===== config.mk =====
export PLATFORM = sky130hd
export DESIGN_NAME = tick_timeout_tracker
export DESIGN_NICKNAME = d
export VERILOG_FILES = /design/src/rtl/tick_timeout_tracker.sv
export SDC_FILE = /design/constraint.sdc
export NUM_CORES = 1
export LEC_CHECK = 0
export CELL_PAD_IN_SITES_DETAIL_PLACEMENT = 1
export CELL_PAD_IN_SITES_GLOBAL_PLACEMENT = 1
export CORE_MARGIN = 3
export CORE_UTILIZATION = 43
export DETAILED_ROUTE_END_ITERATION = 10
export PLACE_DENSITY_LB_ADDON = 0.25
export SYNTH_ARGS = -nofsm -noshare
export SYNTH_HDL_FRONTEND = slang
export SYNTH_SLANG_ARGS = --single-unit

===== constraint.sdc =====
create_clock -name clk_i -period 2.2 [get_ports clk_i]
set_input_delay 0.44 -clock clk_i [delete_from_list [all_inputs] [get_ports clk_i]]
set_output_delay 0.44 -clock clk_i [all_outputs]
set_load 0.005 [all_outputs]

===== src/rtl/tick_timeout_tracker.sv =====
// Per-slot tick-driven timeout tracker: arm loads a budget, ticks count it down,
// and exhaustion raises a sticky expired flag until the slot is cleared.
module tick_timeout_tracker #(
    parameter int NumSlots = 4,
    parameter int CntWidth = 10,
    parameter int IdxW     = (NumSlots > 1) ? $clog2(NumSlots) : 1
) (
    input  logic                clk_i,
    input  logic                rst_i,
    input  logic                tick_i,
    input  logic                arm_valid_i,
    output logic                arm_ready_o,
    input  logic [IdxW-1:0]     arm_id_i,
    input  logic [CntWidth-1:0] arm_budget_i,
    input  logic                clear_valid_i,
    input  logic [IdxW-1:0]     clear_id_i,
    output logic [NumSlots-1:0] busy_o,
    output logic [NumSlots-1:0] expired_o,
    output logic                timeout_pulse_o,
    output logic                irq_o
);

    typedef enum logic [1:0] {
        S_IDLE    = 2'd0,
        S_COUNT   = 2'd1,
        S_EXPIRED = 2'd2
    } slot_state_e;

    slot_state_e         state_q [NumSlots];
    slot_state_e         state_d [NumSlots];
    logic [CntWidth-1:0] cnt_q   [NumSlots];
    logic [CntWidth-1:0] cnt_d   [NumSlots];
    logic                pulse_q, pulse_d;
    logic [NumSlots-1:0] arm_hit, clr_hit;

    // Ready is decoded from the pre-clear state, so a same-slot clear never enables an arm.
    always_comb begin
        arm_ready_o = 1'b0;
        for (int n = 0; n < NumSlots; n++) begin
            if (arm_id_i == IdxW'(n) && state_q[n] == S_IDLE) begin
                arm_ready_o = 1'b1;
            end
        end
    end

    always_comb begin
        pulse_d = 1'b0;
        arm_hit = '0;
        clr_hit = '0;
        for (int n = 0; n < NumSlots; n++) begin
            state_d[n] = state_q[n];
            cnt_d[n]   = cnt_q[n];
            arm_hit[n] = arm_valid_i && arm_ready_o && (arm_id_i == IdxW'(n));
            clr_hit[n] = clear_valid_i && (clear_id_i == IdxW'(n));
            case (state_q[n])
                S_IDLE: begin
                    if (arm_hit[n]) begin
                        state_d[n] = S_COUNT;
                        cnt_d[n]   = arm_budget_i;
                    end
                end
                S_COUNT: begin
                    // Clear wins over the expiring tick.
                    if (clr_hit[n]) begin
                        state_d[n] = S_IDLE;
                        cnt_d[n]   = '0;
                    end else if (tick_i) begin
                        if (cnt_q[n] == '0) begin
                            state_d[n] = S_EXPIRED;
                            pulse_d    = 1'b1;
                        end else begin
                            cnt_d[n] = cnt_q[n] - 1'b1;
                        end
                    end
                end
                S_EXPIRED: begin
                    if (clr_hit[n]) begin
                        state_d[n] = S_IDLE;
                        cnt_d[n]   = '0;
                    end
                end
                default: begin
                    state_d[n] = S_IDLE;
                    cnt_d[n]   = '0;
                end
            endcase
        end
    end

    always_ff @(posedge clk_i) begin
        if (rst_i) begin
            pulse_q <= 1'b0;
            for (int n = 0; n < NumSlots; n++) begin
                state_q[n] <= S_IDLE;
                cnt_q[n]   <= '0;
            end
        end else begin
            pulse_q <= pulse_d;
            for (int n = 0; n < NumSlots; n++) begin
                state_q[n] <= state_d[n];
                cnt_q[n]   <= cnt_d[n];
            end
        end
    end

    always_comb begin
        busy_o    = '0;
        expired_o = '0;
        for (int n = 0; n < NumSlots; n++) begin
            busy_o[n]    = (state_q[n] == S_COUNT);
            expired_o[n] = (state_q[n] == S_EXPIRED);
        end
    end

    assign timeout_pulse_o = pulse_q;
    assign irq_o           = |expired_o;

endmodule

==> impl_metrics.csv <==
group,metric,value,unit
clock_network,cts_tree,"yes",
clock_network,clockBufferDepth,2,
status,outcome,"complete, no violations",
setup_path,path_class,"register to output port",
final_layout,drive_above_1_share,20.0,%
die,row_count,31,
drt,first_iter_violations,170,
clock_network,numCtsBuffers,5,
yosys,synth_top_cells_by_count,"dfxtp_1, a21oi_1, nand2_1, nor2_1, nor3_1",
place,port-buffer-count,29,
sta,slew_violations,0,
yosys,synth_top_family_by_area,"simple AND/OR/NAND/NOR gates",
power_and_ir_drop,finalPower,0.00272,W
place,post-place-ws,-259,ps
setup_path,worst_r2r_startpoint,"cnt_q[3][0]",
yosys,ys_types,65,
die,die_y,93.3,µm
yosys,synth_top_cell_area_share,29.9,%
setup_path,cp_max_fo,6,
yosys,syn_area,0.00328,mm²
final_layout,antenna_cells,0,
setup_path,cp-start-kind,"register",
sta,relSlewSlack,72.1,%
setup_path,cp_data_required_time,1760,ps
power_and_ir_drop,power_leakage,1.64,nW
die,initial_utilization,44.7,%
sta,worst_pin_slew,416,ps
sta,fmaxAchievable,465,MHz
die,dieArea,0.00870,mm²
setup_path,cp.arrival,1710,ps
drt,vias,3524,
setup_path,crit_path_start,"state_q[2][1]",
final_layout,fin_util,57.7,%
min_path,min_path_type,"register to register",
setup_path,critPathCaptureType,"output port",
clock_network,clk_pin_slew_worst_paths,90,ps
setup_path,critical-path-top-delay-family,"simple AND/OR/NAND/NOR gates",
yosys,synth.area.top_cells,"dfxtp_1, a21oi_1, nand2_1",
drt,dr.pass1.iters,4,
drt,wirelength,11700,µm
yosys,synth_compound_area_share,23.6,%
power_and_ir_drop,vdd_drop_max,0.000269,V
sta,setup_viol,0,
setup_path,path_buf_inv,1,
drt,antenna_left,0,
grt,grt_pass1_wl,18400,µm
setup_path,slowest_delay,560,ps
sta,fin_crit_sh,97.8,%
place,gp_congestion,0.871,
setup_path,slowest_stage,"or4_1",
yosys,synthMuxAreaShare,1.30,%
yosys,ys_warn_count,0,
yosys,syn_avg_cell_area,7.78,µm²
run,cap_violations,0,
yosys,synth_simple_gate_area_share,32.0,%
grt,grt_antenna_before_repair,0,
drt,routedWlPerCell,19.7,µm
clock_network,clock-sinks,49,
die,pin_count,30,
die,fp.dieW,93.3,µm
sta,min_period,2150,ps
min_path,holdCritStartpoint,"cnt_q[3][3]",
yosys,synth_edf_count,0,
drt,viasPerCell,5.94,
yosys,netlist_instances,421,
sta,holdWs,491,ps
final_layout,area_growth,29.0,%
die,coreArea,0.00733,mm²
grt,grtUsageTotal,27.1,%
place,place_hpwl,8340,µm
drt,drt_drc_violations_left,0,
sta,hold_viol,0,
grt,grt_max_degree,45,
yosys,synth-main-ff-cell,"dfxtp_1",
yosys,syn_nets,446,
clock_network,clk_latency,310,ps
yosys,synth_top_area_cell,"dfxtp_1",
sta,finClkSkew,14.1,ps
yosys,synth_xor_xnor_area_share,5.61,%
final_layout,final_nets,518,
yosys,synthArstFlopShare,0,%
grt,grt_pass1_vias,3559,
setup_path,path_cells,"nor2b_1, or4_1, dlygate4sd2_1",
yosys,yosysMostFrequentCell,"dfxtp_1",
clock_network,htreeDepth,2,
yosys,synth-seq-area-share,29.9,%
yosys,synthAdderAreaFrac,2.29,%
yosys,ys_ff_latch,49,
clock_network,root_buffer,"clkbuf_8",
sta,fin_ws,49.4,ps
power_and_ir_drop,powerDensity,643,mW/mm²
grt,overflow,0,
==> worst reg2reg max path, cell delays in order, from the launching register on <==
cell,delay [ps]
dfxtp_1,340
inv_1,80
ha_1,170
or3b_2,480
o31ai_2,310
a21o_2,260
buf_4,160
o21ai_0,90
a21oi_1,130
==> registers in the layout, summed over array words and instances (netlist names) <==
| register | flops |
|---|---|
| timeout_pulse_o | 1 |
| cnt_q | 40 |
| state_q | 8 |
==> layout make-up <==
class                   instances  area (µm²)
fillers                       890        3100
clock buffers                   7        86.3
well taps                      99         124
multi-input cells             335        2200
inverters                      16        60.1
flip-flops and latches         49         997
clock inverters                 1        30.0
repair buffers                 86         729
==> layout by cell type (no fill, tap or decap), types with 3 or more instances in the layout <==
master / netlist / routed
dfxtp_4: 0 / 3
xnor2_1: 12 / 12
nand3b_1: 6 / 6
a22o_1: 5 / 5
inv_1: 15 / 15
o21ai_0: 13 / 13
nand2b_1: 11 / 11
xor2_1: 9 / 9
nand3_1: 9 / 9
a21oi_1: 47 / 45
a211oi_1: 6 / 6
or3_1: 12 / 12
o2bb2ai_1: 7 / 7
a2bb2oi_1: 3 / 3
ha_1: 6 / 6
nor2b_1: 21 / 20
clkbuf_8: 0 / 6
o31ai_1: 5 / 3
a21o_1: 3 / 3
dfxtp_1: 49 / 42
or4_1: 7 / 6
dfxtp_2: 0 / 4
buf_4: 1 / 56
nor3b_1: 4 / 4
o32ai_1: 3 / 3
nand2_1: 40 / 40
clkdlybuf4s50_1: 0 / 25
dlygate4sd2_1: 0 / 3
nor2_1: 30 / 30
nor3_1: 22 / 20
a22oi_1: 5 / 5
a31oi_1: 7 / 7
==> repair_timing <==
item / in CTS / in global routing
endpoints found under the setup margin: 8 / 24
gates cloned: 0 / 1
resized for setup: 10 / 19
hold buffers: 0 / 0
setup buffers: 0 / 0
pin swaps: 1 / 1
==> where the power goes <==
group / switching (W) / total, W / internal [W] / leakage, nW
Combinational: 0.000522 / 0.000989 / 0.000467 / 1.18
Clock: 0.000326 / 0.000698 / 0.000372 / 0.0585
Sequential: 0.0000836 / 0.00103 / 0.000950 / 0.404
Total: 0.000932 / 0.00272 / 0.00179 / 1.64
==> stage by stage <==
step           instances  area [µm²]  setup TNS, ps
6_report             593        4230              0
2_1_floorplan        421        3280              0
5_1_grt              593        4230          -16.7
3_3_place_gp         584        4020          -3790
3_5_place_dp         584        4020          -6670
4_1_cts              592        4150              0
==> kinds of logic after synthesis <==
group | Yosys count
AOI/OAI and AO/OA | 119
xor gates and xnor gates | 21
adders and majority gates | 6
buffers and inverters | 38
DFF | 49
muxes | 3
and+or+nand+nor | 185
==> path summary, 6_finish.rpt <==
kind	to	slack, ps	cells past startpoint
worst min-delay path	cnt_q[3][3]	490	2
worst max-delay path	irq_o	50	3
worst min register to register	cnt_q[3][3]	490	2
worst max register to register	cnt_q[3][5]	110	8
==> routing by layer <==
layer / wire length (µm) / vias up / GRT usage, %
met1: 5380 / 1715 / 37.5
met2: 5390 / 102 / 42.2
li1: - / 1679 / -
met5: 0 / - / 0
met4: 354 / 0 / 11.5
met3: 553 / 28 / 3.38
Power figures use the tool's default switching activity.
